**src/rtl/md_pkg.sv**
```systemverilog
// Shared encodings for the multiply/divide scheduler: op codes, FSM states, counter sizing.
// Optional madd/maddu/msub/msubu support is enabled by defining MD_MADD_EN.
package md_pkg;

  localparam logic [3:0] MD_MULT  = 4'd0;
  localparam logic [3:0] MD_MULTU = 4'd1;
  localparam logic [3:0] MD_DIV   = 4'd2;
  localparam logic [3:0] MD_DIVU  = 4'd3;
  localparam logic [3:0] MD_MTHI  = 4'd4;
  localparam logic [3:0] MD_MTLO  = 4'd5;
  localparam logic [3:0] MD_MADD  = 4'd8;
  localparam logic [3:0] MD_MADDU = 4'd9;
  localparam logic [3:0] MD_MSUB  = 4'd10;
  localparam logic [3:0] MD_MSUBU = 4'd11;

  localparam int DIV_CYCLES = 33;
  localparam int CNT_W      = 6;

  typedef enum logic [1:0] {
    IDLE = 2'd0,
    MUL  = 2'd1,
    DIV  = 2'd2,
    FIX  = 2'd3
  } mdState_e;

  function automatic logic isMulOp(input logic [3:0] op);
`ifdef MD_MADD_EN
    return (op == MD_MULT) || (op == MD_MULTU) || (op == MD_MADD) ||
           (op == MD_MADDU) || (op == MD_MSUB) || (op == MD_MSUBU);
`else
    return (op == MD_MULT) || (op == MD_MULTU);
`endif
  endfunction

  function automatic logic isDivOp(input logic [3:0] op);
    return (op == MD_DIV) || (op == MD_DIVU);
  endfunction

  function automatic logic mulIsSigned(input logic [3:0] op);
    return (op == MD_MULT) || (op == MD_MADD) || (op == MD_MSUB);
  endfunction

  // Accumulate/subtract ops can only be latched when MD_MADD_EN admits them.
  function automatic logic isAccOp(input logic [3:0] op);
    return (op == MD_MADD) || (op == MD_MADDU) || (op == MD_MSUB) || (op == MD_MSUBU);
  endfunction

  function automatic logic isSubOp(input logic [3:0] op);
    return (op == MD_MSUB) || (op == MD_MSUBU);
  endfunction

endpackage

```
**src/rtl/md_div_core.sv**
```systemverilog
// 32-iteration restoring unsigned divider; load captures operands, each step retires one quotient bit.
// Latency is 32 step cycles after load; no backpressure, the caller paces load/step.
module md_div_core (
  input  logic        clk,
  input  logic        reset,
  input  logic        load,
  input  logic        step,
  input  logic [31:0] dividend,
  input  logic [31:0] divisor,
  output logic [31:0] quotient,
  output logic [31:0] remainder
);

  logic [31:0] dvsr;
  logic [32:0] remShift;
  logic [32:0] diff;

  always_comb begin
    remShift = {remainder, quotient[31]};
    diff     = remShift - {1'b0, dvsr};
  end

  // The quotient register doubles as the dividend shifter.
  always_ff @(posedge clk or negedge reset) begin
    if (!reset) begin
      quotient  <= '0;
      remainder <= '0;
      dvsr      <= '0;
    end else if (load) begin
      quotient  <= dividend;
      remainder <= '0;
      dvsr      <= divisor;
    end else if (step) begin
      if (!diff[32]) begin
        remainder <= diff[31:0];
        quotient  <= {quotient[30:0], 1'b1};
      end else begin
        remainder <= remShift[31:0];
        quotient  <= {quotient[30:0], 1'b0};
      end
    end
  end

endmodule

```
**src/rtl/md_sched.sv**
```systemverilog
// E-stage mult/div scheduler owning HI/LO; MUL_CYCLES / 33-cycle latency, busy stalls the pipe, flush aborts.
// Define MD_MADD_EN to add madd/maddu/msub/msubu; starts while busy are ignored.
module md_sched
  import md_pkg::*;
#(
  parameter int MUL_CYCLES = 5
) (
  input  logic        clk,
  input  logic        reset,
  input  logic        start,
  input  logic [3:0]  op,
  input  logic [31:0] rs_val,
  input  logic [31:0] rt_val,
  input  logic        flush,
  output logic        busy,
  output logic        done,
  output logic [31:0] hi,
  output logic [31:0] lo
);

  mdState_e         state;
  logic [CNT_W-1:0] cnt;
  logic [31:0]      opA;
  logic [31:0]      opB;
  logic [3:0]       mulOp;
  logic             qNeg;
  logic             rNeg;
  logic             divZero;

  logic             accept;
  logic             divSigned;
  logic             rsNeg;
  logic             rtNeg;
  logic [31:0]      absRs;
  logic [31:0]      absRt;
  logic             divLoad;
  logic             divStep;
  logic [31:0]      quot;
  logic [31:0]      rem;
  logic [63:0]      aExt;
  logic [63:0]      bExt;
  logic [63:0]      product;
  logic [63:0]      acc;
  logic [63:0]      mulRes;

  always_comb begin
    accept    = (state == IDLE) && start && !flush;
    divSigned = (op == MD_DIV);
    rsNeg     = divSigned && rs_val[31];
    rtNeg     = divSigned && rt_val[31];
    absRs     = rsNeg ? (~rs_val + 32'd1) : rs_val;
    absRt     = rtNeg ? (~rt_val + 32'd1) : rt_val;
    divLoad   = accept && isDivOp(op);
    divStep   = (state == DIV) && !flush;
    // Sign-extending to 64 bits makes the truncated product correct for both signednesses.
    aExt      = {{32{mulIsSigned(mulOp) & opA[31]}}, opA};
    bExt      = {{32{mulIsSigned(mulOp) & opB[31]}}, opB};
    product   = aExt * bExt;
    acc       = isAccOp(mulOp) ? {hi, lo} : 64'd0;
    mulRes    = isSubOp(mulOp) ? (acc - product) : (acc + product);
  end

  md_div_core u_div (
    .clk       (clk),
    .reset     (reset),
    .load      (divLoad),
    .step      (divStep),
    .dividend  (absRs),
    .divisor   (absRt),
    .quotient  (quot),
    .remainder (rem)
  );

  always_ff @(posedge clk or negedge reset) begin
    if (!reset) begin
      state   <= IDLE;
      busy    <= 1'b0;
      done    <= 1'b0;
      hi      <= '0;
      lo      <= '0;
      cnt     <= '0;
      opA     <= '0;
      opB     <= '0;
      mulOp   <= MD_MULT;
      qNeg    <= 1'b0;
      rNeg    <= 1'b0;
      divZero <= 1'b0;
    end else begin
      done <= 1'b0;
      if (flush) begin
        state <= IDLE;
        busy  <= 1'b0;
        cnt   <= '0;
      end else begin
        case (state)
          IDLE: begin
            if (start) begin
              if (op == MD_MTHI) begin
                hi <= rs_val;
              end else if (op == MD_MTLO) begin
                lo <= rs_val;
              end else if (isMulOp(op)) begin
                opA   <= rs_val;
                opB   <= rt_val;
                mulOp <= op;
                cnt   <= CNT_W'(MUL_CYCLES - 1);
                busy  <= 1'b1;
                state <= MUL;
              end else if (isDivOp(op)) begin
                opA     <= rs_val;
                qNeg    <= rsNeg ^ rtNeg;
                rNeg    <= rsNeg;
                divZero <= (rt_val == 32'd0);
                cnt     <= CNT_W'(DIV_CYCLES - 2);
                busy    <= 1'b1;
                state   <= DIV;
              end
            end
          end
          MUL: begin
            if (cnt == '0) begin
              {hi, lo} <= mulRes;
              done     <= 1'b1;
              busy     <= 1'b0;
              state    <= IDLE;
            end else begin
              cnt <= cnt - CNT_W'(1);
            end
          end
          DIV: begin
            if (cnt == '0) state <= FIX;
            else           cnt   <= cnt - CNT_W'(1);
          end
          FIX: begin
            // 0x80000000 / -1 falls out naturally: magnitude quotient 0x80000000, positive sign.
            if (divZero) begin
              lo <= 32'hFFFF_FFFF;
              hi <= opA;
            end else begin
              lo <= qNeg ? (~quot + 32'd1) : quot;
              hi <= rNeg ? (~rem + 32'd1) : rem;
            end
            done  <= 1'b1;
            busy  <= 1'b0;
            state <= IDLE;
          end
          default: state <= IDLE;
        endcase
      end
    end
  end

endmodule

```
**config.mk**
```make
export PLATFORM = sky130hd
export DESIGN_NAME = md_sched
export DESIGN_NICKNAME = d
export VERILOG_FILES = /design/src/rtl/md_pkg.sv /design/src/rtl/md_div_core.sv /design/src/rtl/md_sched.sv
export SDC_FILE = /design/constraint.sdc
export NUM_CORES = 2
export LEC_CHECK = 0
export CORE_ASPECT_RATIO = 2
export CORE_MARGIN = 2
export CORE_UTILIZATION = 60
export CTS_CLUSTER_SIZE = 12
export DETAILED_ROUTE_END_ITERATION = 16
export GPL_TIMING_DRIVEN = 0
export PLACE_DENSITY_LB_ADDON = 0.25
export SKIP_LAST_GASP = 1
export SYNTH_ARGS = -nofsm -noshare
export SYNTH_HDL_FRONTEND = slang
export SYNTH_SLANG_ARGS = --single-unit
```
**constraint.sdc**
```tcl
create_clock -name clk -period 12.2 [get_ports clk]
set_clock_uncertainty 0.15 [all_clocks]
set_input_delay 2.44 -clock clk [delete_from_list [all_inputs] [get_ports clk]]
set_output_delay 2.44 -clock clk [all_outputs]
set_load 0.01 [all_outputs]
```
==> flow_summary.json, run 1 <==
{
  "outcome": "stopped before the end",
  "lastStage": "global routing",
  "error": "[ERROR GRT-0116] Global routing finished with congestion. Check the congestion regions in the DRC Viewer.",
  "synth_edf_count": 0,
  "grt_pass1_wl_um": 422000,
  "overflow": 19,
  "first_global_vias": 60900,
  "grt_max_degree": 117,
  "synth_common_cells": "1179 x inv_1, 1127 x fa_1, 1104 x nand2_1",
  "cts_buffers": 24,
  "netlist_area_um2": 59000,
  "die_h_um": 448,
  "yosys_warnings": 0,
  "io_pins": 138,
  "fp-row-count": 162,
  "htreeDepth": 1,
  "synth_largest_area_cell": "fa_1",
  "synth_top_area_share_pct": 38.2,
  "synth_most_common_cell": "inv_1",
  "grtUsageTotal_pct": 59.4,
  "die_width_um": 226,
  "synth_nets": 8369,
  "synth_flop_cell": "dfrtp_1",
  "start_util_pct": 60.5,
  "synth_area_leaders": "fa_1 38%, dfrtp_1 10%, inv_1 7.5%, nand2_1 7.0%, ha_1 6.8%",
  "place_hpwl_um": 217000,
  "synth_cell_types": 98,
  "synth.ff_latch_count": 241,
  "clk_path_buf_depth": 3,
  "hold_buffers": 0,
  "ys_seq_area_share_pct": 10.2,
  "pre_cts_ws_ns": -2.19,
  "root_buffer": "clkbuf_16",
  "numPortBuffers": 130,
  "synthCells": 6851,
  "ys_async_sr_fraction_pct": 100,
  "place_congestion": 1.15,
  "syn_area_per_cell_um2": 8.61,
  "clkSinkCount": 241
}
[what timing repair did]
item,CTS
endpoints found under the setup margin,28
pin swaps,15
setup buffers,18
gates resized for setup,374
[stage by stage]
step	instance area (um2)	TNS [ns]	std cells	utilization, %	hold slack, ns
CTS	63500	-0.000233	8292	65.2	0.337
detailed placement	62100	-32.30	8299	63.7	0.322
floorplan	59000	0	6851	-	0.300
global placement	62000	-465.02	8293	63.6	0.312
[kinds of logic after synthesis]
kind of cell / Yosys count / synth area share (%)
adders and majority gates: 1446 / 45.0
xor gates and xnor gates: 316 / 4.69
buffers and inverters: 1600 / 10.3
AOI/OAI and AO/OA: 1040 / 11.2
DFF: 241 / 10.2
muxes: 102 / 1.87
and+or+nand+nor: 2106 / 16.7
[routing by layer]
layer  GRT overflow  GRT usage, %
met1              0          57.1
met2             14          87.7
met3              0          27.9
met4              5          66.8
met5              0          1.14
==> run 2: changes to the inputs <==
--- a/config.mk
+++ b/config.mk
@@ -5,13 +5,11 @@
 export SDC_FILE = /design/constraint.sdc
 export NUM_CORES = 2
 export LEC_CHECK = 0
-export CORE_ASPECT_RATIO = 2
 export CORE_MARGIN = 2
-export CORE_UTILIZATION = 60
-export CTS_CLUSTER_SIZE = 12
+export CORE_UTILIZATION = 40
 export DETAILED_ROUTE_END_ITERATION = 16
 export GPL_TIMING_DRIVEN = 0
-export PLACE_DENSITY_LB_ADDON = 0.25
+export PLACE_DENSITY_LB_ADDON = 0.15
 export SKIP_LAST_GASP = 1
 export SYNTH_ARGS = -nofsm -noshare
 export SYNTH_HDL_FRONTEND = slang
==> constraint.sdc (replaced) <==
create_clock -name clk -period 15.85 [get_ports clk]
set_clock_uncertainty 0.15 [all_clocks]
set_input_delay 3.17 -clock clk [delete_from_list [all_inputs] [get_ports clk]]
set_output_delay 3.17 -clock clk [all_outputs]
set_load 0.01 [all_outputs]
==> flow_summary.json, run 2 <==
{
  "outcome": "finished, violations left",
  "violations": "max-capacitance violations",
  "clk_path_buf_depth": 3,
  "grtUsageTotal_pct": 31.4,
  "synth.ff_latch_count": 241,
  "regArea_um2": 6030,
  "arrival_ns": 15.32,
  "layout-drive-gt1-share_pct": 2.92,
  "synth_largest_area_cell": "fa_1",
  "first_global_vias": 50200,
  "final-setup-viol-count": 0,
  "synth_common_cells": "1179 x inv_1, 1127 x fa_1, 1104 x nand2_1",
  "crit_path_end_kind": "register",
  "fin_crit_ns": 14.97,
  "routed_wl_um": 238000,
  "drv_slew": 0,
  "post_cts_buffers": 0,
  "grt_max_degree": 107,
  "cp-endpoint": "hi[30]",
  "hold_viol": 0,
  "synth_top_family_by_area": "adder cells",
  "worst_pin_slew_ns": 1.50,
  "synthCells": 6851,
  "drt_iter0_drc": 4832,
  "drv_cap": 1,
  "yosys.area_share.adder_pct": 45.0,
  "cp_slowest_cell": "clkbuf_1",
  "synth_simple_gate_area_share_pct": 16.7,
  "syn_area_per_cell_um2": 8.61,
  "startpoint": "opB[10]",
  "vias_per_cell": 5.61,
  "r2r_start": "opB[10]",
  "synth_most_common_cell": "inv_1",
  "cp_common_cell": "fa_1",
  "place_hpwl_um": 202000,
  "fp.coreArea_um2": 146000,
  "yosys_warnings": 0,
  "grt_pass1_wl_um": 345000,
  "fin_nets": 8534,
  "path_max_fanout": 10,
  "final_cell_mix": "1179 x inv_1, 1126 x fa_1, 1104 x nand2_1",
  "synth_nets": 8369,
  "rr_endpoint": "hi[30]",
  "die_area_um2": 151000,
  "dr_total_vias": 50300,
  "reg2reg_slack_ns": 0.88,
  "synth_cell_types": 98,
  "multi_input_area_um2": 46900,
  "fmax_mhz": 66.8,
  "root_buffer": "clkbuf_16",
  "ctsResizeCount": 0,
  "drc": 0,
  "die_h_um": 388,
  "cts_buffers": 28,
  "ant_nets": 0,
  "critPathRequiredTime_ns": 16.20,
  "ys_seq_area_share_pct": 10.2,
  "max_slew_margin_pct": 0.137,
  "io_pins": 138,
  "final_common_cell": "inv_1",
  "antenna_found_initial": 20,
  "hold_buffers": 0,
  "worstHoldPathType": "reg -> reg",
  "final.fill_count": 14800,
  "ff2ff_path_depth": 42,
  "synth_top_area_share_pct": 38.2,
  "overflow": 0,
  "synth_area_leaders": "fa_1 38%, dfrtp_1 10%, inv_1 7.5%, nand2_1 7.0%, ha_1 6.8%",
  "dr.pass1.iters": 6,
  "critPathKind": "reg -> reg",
  "max_stage_delay_ns": 1.07,
  "die_width_um": 388,
  "ys_async_sr_fraction_pct": 100,
  "synthMuxAreaShare_pct": 1.87,
  "synth_edf_count": 0,
  "synth_compound_area_share_pct": 11.2,
  "clk_pin_slew_ns": 0.06,
  "fin_util_pct": 43.7,
  "period_share_pct": 94.4,
  "numPortBuffers": 130,
  "clk_latency_ns": 0.59,
  "htreeDepth": 1,
  "rsz0062_at_grt": "no",
  "routedWlPerCell_um": 26.6,
  "clkSinkCount": 241,
  "cp-start-kind": "register",
  "fin_tns_setup_ns": 0,
  "area_delta_synth_final_pct": 8.14,
  "place_congestion": 0.988,
  "cts_tree": "yes",
  "netlist_area_um2": 59000,
  "synth_flop_cell": "dfrtp_1",
  "start_util_pct": 40.4,
  "yosys.area_share.xor_xnor_pct": 4.69,
  "fp-row-count": 140
}
[run 2: cell counts after synthesis]
Identical to the previous run, type by type.
[run 2: metal layers]
metal,wire length [um],global-route usage (%),vias to the layer above
li1,-,-,21800
met1,98900,43.5,25800
met2,106000,48.5,2279
met3,22200,6.13,392
met4,11200,12.2,4
met5,23,0,-
[run 2: worst min-delay path by stage]
stage                     endpoint  slack (ns)  cells past startpoint            from
finish              u_div.dvsr[14]        0.33                      2  u_div.dvsr[14]
global route        u_div.dvsr[25]        0.36                      2  u_div.dvsr[25]
floorplan           u_div.dvsr[10]        0.30                      2  u_div.dvsr[10]
detailed placement  u_div.dvsr[10]        0.32                      2  u_div.dvsr[10]
global placement    u_div.dvsr[10]        0.32                      2  u_div.dvsr[10]
CTS                 u_div.dvsr[14]        0.34                      2  u_div.dvsr[14]
[run 2: area by class of cell]
cell class              count  area share, %
diodes                     14         0.0549
plain buffers             421           2.57
clock buffers              35           1.17
clock inverters            11          0.339
inverters                1179           6.93
multi-input cells        5010           73.6
flip-flops and latches    241           9.45
well taps                1917           3.76
repair buffers            135           2.17
[run 2: cell families after synthesis]
group                      after synthesis
AOI/OAI and AO/OA                     1040
and+or+nand+nor                       2106
muxes                                  102
buffers and inverters                 1600
DFF                                    241
xor gates and xnor gates               316
adders and majority gates             1446
[run 2: critical path: cells and delay by family (launching register included)]
| kind | cells | cell delay (ns) |
|---|---|---|
| adders and majority gates | 10 | 4.97 |
| AOI/OAI and AO/OA | 14 | 4.16 |
| and+or+nand+nor | 9 | 2.83 |
| buffers and inverters | 7 | 2.02 |
| xor gates and xnor gates | 2 | 0.37 |
| DFF | 1 | 0.32 |
[run 2: stage by stage]
step / hold WS (ns) / cells / instance area (um2) / worst slack [ns]
after floorplan: 0.300 / 6851 / 59000 / 4.16
after detailed placement: 0.322 / 8903 / 62800 / 1.40
after global routing: 0.355 / 8951 / 63800 / 0.376
final: 0.335 / 8963 / 63800 / 0.883
after CTS: 0.335 / 8949 / 63800 / 1.13
after global placement: 0.316 / 8898 / 62700 / 0.126
Power of run 2 is not shown: default switching activity piles up to over one toggle a cycle in this logic, so the estimate is an artifact.
